## config.mk

```make
export PLATFORM = sky130hd
export DESIGN_NAME = uart_rx
export DESIGN_NICKNAME = d
export VERILOG_FILES = /design/src/rtl/uart_pkg.sv /design/src/rtl/sync_2ff.sv /design/src/rtl/uart_rx.sv
export SDC_FILE = /design/constraint.sdc
export NUM_CORES = 1
export LEC_CHECK = 0
export BUFFER_PORTS_ARGS = -buffer_cell sky130_fd_sc_hd__buf_2
export CAP_MARGIN = 30
export CORE_ASPECT_RATIO = 1.4
export CORE_MARGIN = 2
export CORE_UTILIZATION = 45
export CTS_BUF_LIST = sky130_fd_sc_hd__clkbuf_2 sky130_fd_sc_hd__clkbuf_4 sky130_fd_sc_hd__clkbuf_8
export DETAILED_ROUTE_END_ITERATION = 8
export SETUP_SLACK_MARGIN = 0.05
export SLEW_MARGIN = 40
export SYNTH_ARGS = -nofsm -noshare
export SYNTH_HDL_FRONTEND = slang
export SYNTH_SLANG_ARGS = --single-unit
```

## constraint.sdc

```tcl
create_clock -name clk -period 2 [get_ports clk]
set_input_delay 0.4 -clock clk [delete_from_list [all_inputs] [get_ports clk]]
set_output_delay 0.4 -clock clk [all_outputs]
set_load 0.01 [all_outputs]
```

## src/rtl/uart_pkg.sv

```systemverilog
// Shared UART definitions: receiver state encoding, default bit timing and
// the LSU flag bytes also used by the transmit side.
package uart_pkg;

  typedef enum logic [2:0] {
    IDLE      = 3'd0,
    START     = 3'd1,
    DATA      = 3'd2,
    STOP      = 3'd3,
    WAIT_IDLE = 3'd4
  } rx_state_e;

  // 50 MHz system clock at 9600 baud
  localparam int unsigned CLKS_PER_BIT_DEF = 5208;

  localparam logic [7:0] LOAD_FLAG  = 8'h01;
  localparam logic [7:0] STORE_FLAG = 8'h02;

  function automatic logic rx_state_busy(input rx_state_e s);
    return (s == START) || (s == DATA) || (s == STOP);
  endfunction

endpackage

```

## src/rtl/sync_2ff.sv

```systemverilog
// Two-flop synchronizer for a single asynchronous input; both flops preset
// to 1 so an idle-high line reads idle straight out of reset.
module sync_2ff (
  input  logic clk,
  input  logic reset,
  input  logic d_i,
  output logic q_o
);

  logic ff1_q;
  logic ff2_q;

  always_ff @(posedge clk) begin
    if (!reset) begin
      ff1_q <= 1'b1;
      ff2_q <= 1'b1;
    end else begin
      ff1_q <= d_i;
      ff2_q <= ff1_q;
    end
  end

  assign q_o = ff2_q;

endmodule

```

## src/rtl/uart_rx.sv

```systemverilog
// 8N1 UART receiver: mid-bit sampling of the synchronized line, LSB first,
// one-cycle strobes for a good byte or a framing error.
//
//   state     | meaning
//   IDLE      | line idle, waiting for a falling edge
//   START     | timing to start-bit middle; high there means glitch
//   DATA      | sampling 8 data bits one bit period apart
//   STOP      | sampling stop bit; high delivers byte, low flags error
//   WAIT_IDLE | line stuck low after a framing error; wait for high
module uart_rx
  import uart_pkg::*;
#(
  parameter int unsigned CLKS_PER_BIT = CLKS_PER_BIT_DEF
) (
  input  logic       clk,
  input  logic       reset,
  input  logic       rx,
  output logic       rx_do,
  output logic [7:0] rx_data,
  output logic       frame_err,
  output logic       rx_busy
);

  localparam int unsigned HALF_BIT = (CLKS_PER_BIT - 1) / 2;
  localparam int          CNT_W    = $clog2(CLKS_PER_BIT);
  localparam logic [CNT_W-1:0] CNT_LAST = CNT_W'(CLKS_PER_BIT - 1);
  localparam logic [CNT_W-1:0] CNT_HALF = CNT_W'(HALF_BIT);
  localparam logic [CNT_W-1:0] CNT_ONE  = CNT_W'(1);

  logic rx_s;

  rx_state_e        state_q, state_d;
  logic [CNT_W-1:0] cnt_q,   cnt_d;
  logic [2:0]       bit_q,   bit_d;
  logic [7:0]       shift_q, shift_d;
  logic [7:0]       data_q,  data_d;
  logic             do_q,    do_d;
  logic             ferr_q,  ferr_d;
  logic             busy_q,  busy_d;

  sync_2ff u_sync_rx (
    .clk   (clk),
    .reset (reset),
    .d_i   (rx),
    .q_o   (rx_s)
  );

  always_ff @(posedge clk) begin
    if (!reset) begin
      state_q <= IDLE;
      cnt_q   <= '0;
      bit_q   <= '0;
      shift_q <= '0;
      data_q  <= 8'h00;
      do_q    <= 1'b0;
      ferr_q  <= 1'b0;
      busy_q  <= 1'b0;
    end else begin
      state_q <= state_d;
      cnt_q   <= cnt_d;
      bit_q   <= bit_d;
      shift_q <= shift_d;
      data_q  <= data_d;
      do_q    <= do_d;
      ferr_q  <= ferr_d;
      busy_q  <= busy_d;
    end
  end

  always_comb begin
    state_d = state_q;
    cnt_d   = cnt_q;
    bit_d   = bit_q;
    shift_d = shift_q;
    data_d  = data_q;
    do_d    = 1'b0;
    ferr_d  = 1'b0;

    unique case (state_q)
      IDLE: begin
        if (!rx_s) begin
          state_d = START;
          cnt_d   = '0;
        end
      end

      START: begin
        if (cnt_q == CNT_HALF) begin
          cnt_d = '0;
          if (!rx_s) begin
            state_d = DATA;
            bit_d   = '0;
          end else begin
            state_d = IDLE;
          end
        end else begin
          cnt_d = cnt_q + CNT_ONE;
        end
      end

      DATA: begin
        if (cnt_q == CNT_LAST) begin
          cnt_d   = '0;
          shift_d = {rx_s, shift_q[7:1]};
          bit_d   = bit_q + 3'd1;
          if (bit_q == 3'd7) state_d = STOP;
        end else begin
          cnt_d = cnt_q + CNT_ONE;
        end
      end

      STOP: begin
        // Leaving at mid-stop gives half a bit of slack for a back-to-back start
        if (cnt_q == CNT_LAST) begin
          cnt_d = '0;
          if (rx_s) begin
            data_d  = shift_q;
            do_d    = 1'b1;
            state_d = IDLE;
          end else begin
            ferr_d  = 1'b1;
            state_d = WAIT_IDLE;
          end
        end else begin
          cnt_d = cnt_q + CNT_ONE;
        end
      end

      WAIT_IDLE: begin
        if (rx_s) state_d = IDLE;
      end

      default: state_d = IDLE;
    endcase

    busy_d = rx_state_busy(state_d);
  end

  assign rx_do     = do_q;
  assign rx_data   = data_q;
  assign frame_err = ferr_q;
  assign rx_busy   = busy_q;

endmodule

```

# After elaboration in Yosys (flattened, before gate mapping)
# Cells that the tools add are included.
[word_totals]
regBits = 40
[op_classes]
mux = 19
add_sub_neg = 2
n_eq_ne = 14
n_reduce_logical = 11
[op_table]
columns = ["operator", "count"]
rows = [
  ["two-way mux 13 bit", 3],
  ["case mux 13 bit (3 select lines)", 1],
  ["two-way mux 3 bit", 10],
  ["case mux 3 bit (5 select lines)", 1],
  ["adder 13 x 1 -> 13 bit (second input constant)", 1],
  ["== test 13 x 12 -> 1 bit (second input constant)", 1],
  ["== test 13 bit (second input constant)", 1],
  ["== test 3 x 2 -> 1 bit (second input constant)", 4],
  ["!= test 2 bit (second input constant)", 4],
  ["== test 3 x 1 -> 1 bit (second input constant)", 2],
  ["== test 3 bit (second input constant)", 2],
  ["case mux 3 bit (2 select lines)", 1],
  ["AND reduction 3 bit", 2],
  ["AND reduction 2 bit", 2],
  ["AND reduction 4 bit", 1],
  ["adder 3 x 1 -> 3 bit (second input constant)", 1],
  ["zero test 3 bit", 1],
  ["nonzero test 3 bit", 1],
  ["logical OR 1 bit", 2],
  ["two-way mux 1 bit", 2],
  ["two-way mux 2 bit", 1],
  ["nonzero test 2 bit", 1],
  ["OR reduction 2 bit", 1],
]

# Longest topological paths before layout
[logic_depth]
depth_word = 7
depth_mapped = 8
depth_no_buf = 6

# Cells and area by module
# From an unflattened synthesis, not the netlist that was laid out.
[hier_totals]
cells_unflattened = 202
hier_area_um2 = 1913.1
[by_module_without_submodules]
columns = ["module", "seq_area_each_um2", "instances", "cells_per_inst", "area_per_inst_um2"]
rows = [
  ["uart_rx", 760.7, 1, 198, 1860.5],
  ["sync_2ff", 40.0, 1, 4, 52.6],
]

# Least setup slack after synthesis
# No wires, ideal clock.
[synth_timing]
kind = "register -> register"
startpoint = "register cnt_q[0]"
endpoint = "register data_q[1] (netlist: rx_data[1])"
required_time_ns = 1.872
path_stages_with_launch = 9
setup_slack_ns = 0.237
setup_ns = 0.128
n_path_buf = 2
t_arrival_ns = 1.635
cell_sequence = "dfxtp_1 ha_1 nor3b_1 and4b_1 buf_6 and4_4 buf_12 mux2i_1 nor2_1"
[synth_via]
elab_chain_len = 2
[synth_rtl]
columns = ["item", "line_no", "rtl"]
rows = [
  ["start, declared", "uart_rx.sv:33", "logic [CNT_W-1:0] cnt_q, cnt_d;"],
  ["start signal, assigned", "uart_rx.sv:60", "cnt_q <= cnt_d;"],
  ["== test 13 bit", "uart_rx.sv:114", "if (cnt_q == CNT_LAST) begin"],
  ["AND reduction 3 bit (no line)", "-", ""],
  ["end signal, assigned", "uart_rx.sv:63", "data_q <= data_d;"],
  ["end, declared", "uart_rx.sv:36", "logic [7:0] data_q, data_d;"],
]
# No other way between the ends.
# A chain may end at the register's enable or synchronous reset.

# Worst setup path after layout
[layout_timing]
startpoint = "register cnt_q[0]"
endpoint = "register data_q[4] (netlist: rx_data[4])"
# Same word-level chain as after synthesis.

==> reports/results.tsv <==
metric	value	unit
status	completed	
synth unique cells	38	
crit path from	cnt_q[0]$_SDFFE_PN0P_	
Leakage	0.7756	nW
clock slew at reported path FFs	80	ps
max_slew headroom	71.98	%
CORE AREA	3953	sq um
synth-to-layout area growth	11.99	%
final clock skew	3.973	ps
crit-path cells	ha_1 > nor3b_1 > and4b_2 > and4_2 > mux2i_1 > nor2_1	
post-route design area	2079	sq um
Max Cap Viol	0	
clk_lat worst skew	290	ps
Mapped Nets	217	
setup bufs post-CTS	0	
final WL	3867	um
unrepaired setup endpoints after global routing	true	
Clock Sinks	40	
Hold Fails Final Rpt	0	
post_cts resized	0	
initial drt markers	35	
CP max stage delay	380	ps
Final setup viols	0	
Worst Setup End Kind	flop	
Post-route DRC	0	
ant diodes	0	
CTS tree	yes	
CP Data Arrival Time	2040	ps
count of port buffers added during placement	13	
drt wl/cell	14.27	um
Final min period	1857	ps
synth warn	0	
total grt overflow	0	
DIE HEIGHT	80.01	um
NumNets Final	233	
Hold Buf Count CTS	0	
Crit Path Category	flop to flop	
commonest non-fill, non-tap cell in the layout	dfxtp_1	
CP Max Fanout	7	
min-delay src	rx	
worst flop-to-flop path startpoint	cnt_q[0]$_SDFFE_PN0P_	
worst setup margin	142.6	ps
Tcrit/Tclk final	92.87	%
Place WS	86.81	ps
Yosys reg bits	40	
TNS Setup	0	ps
Clk Tree Root Cell	clkbuf_8	
starting density of the core	46.98	%
Die X	58.29	um
share of cells above drive strength 1	15.79	%
CTS Buffer Depth	2	
synthesized instance count	211	
worst vdd ir	0.5120	mV
initial antenna violation count	0	
CP required	2180	ps
final slew viol count	0	
DIE AREA	4663	sq um
sequential element share of the synthesized area	43.13	%
first-pass GRT wire length	6831	um
H-Tree Depth	2	
dpl hpwl	2743	um
gpl congestion	0.7758	
number of global-route vias before repair	1528	
CP Launch Type	flop	
worst min-delay path category	primary input to flop	
drt first pass iters	4	
Routed Antenna Nets	0	
power per cell area	729.8	nW/um^2
Placed Area	1954	sq um
Max Clk Rate	538.4	MHz
boundary pin count	14	
Total GRT Usage	18.74	%
worst hold slack	289.8	ps
vias per std cell	5.768	
CTS buffer count	5	
commonest non-fill, non-tap cells in the layout	dfxtp_1 (40), nand2_1 (30), nor2_1 (21)	
largest net degree at the start of global routing	24	
Synth Cell Area	1857	sq um
Worst-Margin Slew	419.8	ps
CP max-delay cell	dfxtp_1	
Row Count	27	
Via Count	1563	
Mean Syn Cell Area	8.800	sq um
==> worst max-delay path, delay by kind of cell (launching register included) <==
kind                     cells  cell delay [ps]
AND/OR/NAND/NOR              4             1000
flip-flops                   1              380
multiplexers                 1              200
adder cells (fa/ha/maj)      1              170
==> registers in the layout, summed over array words and instances (netlist names) <==
signal / cells
u_sync_rx.ff1_q: 1
cnt_q: 13
rx_do: 1
state_q: 3
rx_busy: 1
bit_q: 3
rx_data: 8
frame_err: 1
shift_q: 8
u_sync_rx.q_o: 1
==> final cells by class <==
| cell class | count | area [sq um] |
|---|---|---|
| tap | 43 | 53.80 |
| multi-input combinational | 157 | 972.2 |
| inverter | 3 | 11.26 |
| clock buffer | 5 | 68.82 |
| timing repair buffer | 20 | 130.1 |
| sequential | 40 | 800.8 |
| clock inverter | 3 | 42.54 |
| fill | 388 | 1873 |
==> kinds of logic after synthesis <==
group | count (synthesis) | share of synthesized area (%)
flops | 40 | 43.13
mux | 14 | 7.547
buf+inv | 15 | 5.256
compound gates | 37 | 13.07
fa+ha+maj | 3 | 2.022
simple gates | 102 | 28.98
==> final timing paths <==
check                                     to  cells after the start  slack [ps]
hold / removal    u_sync_rx.ff1_q$_SDFF_PN1_                      2         290
setup reg to reg     rx_data[4]$_SDFFE_PN0P_                      6         140
hold reg to reg     u_sync_rx.q_o$_SDFF_PN1_                      1         410
setup / recovery     rx_data[4]$_SDFFE_PN0P_                      6         140
==> per-stage QoR <==
| step | total power, mW | std cells | utilization (%) |
|---|---|---|---|
| finish | 1.518 | 271 | 52.61 |
| global route | 1.580 | 271 | 52.61 |
| CTS | 1.533 | 270 | 52.26 |
| detailed placement | 0.8882 | 262 | 49.45 |
| global placement | 0.8861 | 262 | 49.45 |
| floorplan | 0.8720 | 211 | - |
==> routing by layer <==
metal  wire length [um]  vias to the layer above  track usage [%]
met3                144                        8            4.376
met1               1594                      733            21.81
met4                 61                        0            6.279
met2               2066                       33            32.92
li1                   -                      789                -
met5                  0                        -                0
==> power breakdown <==
group / switching [mW] / total [mW] / internal (mW)
Sequential: 0.00688 / 0.808 / 0.801
Combinational: 0.0397 / 0.0624 / 0.0227
Clock: 0.278 / 0.647 / 0.369
==> synthesized netlist by cell type <==
master | instances | area share (%)
o21ai_0 | 4 | 1.1
nand2_1 | 31 | 6.3
and4b_1 | 1 | 0.54
nor2_1 | 21 | 4.2
or4_1 | 1 | 0.40
nand3_1 | 17 | 4.6
nand3b_1 | 7 | 2.8
and4_1 | 4 | 1.9
and2b_1 | 1 | 0.40
a21oi_1 | 10 | 2.7
and4_4 | 1 | 0.61
nand2b_1 | 3 | 1.0
dfxtp_1 | 40 | 43
o22ai_4 | 1 | 1.1
nor3b_1 | 2 | 0.81
buf_12 | 1 | 1.1
and4bb_2 | 1 | 0.67
a31oi_1 | 14 | 4.7
and4bb_1 | 1 | 0.67
buf_6 | 3 | 1.8
a311oi_1 | 1 | 0.47
ha_1 | 3 | 2.0
nand4_1 | 2 | 0.67
clkbuf_1 | 6 | 1.2
mux2i_1 | 14 | 7.5
buf_2 | 2 | 0.54
a21boi_0 | 2 | 0.81
a21oi_2 | 1 | 0.47
a2bb2oi_1 | 1 | 0.47
and3_1 | 3 | 1.0
nor4_1 | 1 | 0.34
a22oi_1 | 1 | 0.40
and2_1 | 2 | 0.67
nor3b_2 | 1 | 0.67
nor2b_1 | 2 | 0.67
inv_1 | 3 | 0.61
o31a_1 | 1 | 0.47
a21o_1 | 1 | 0.40
Note: power is estimated with default switching activity, not from simulation.
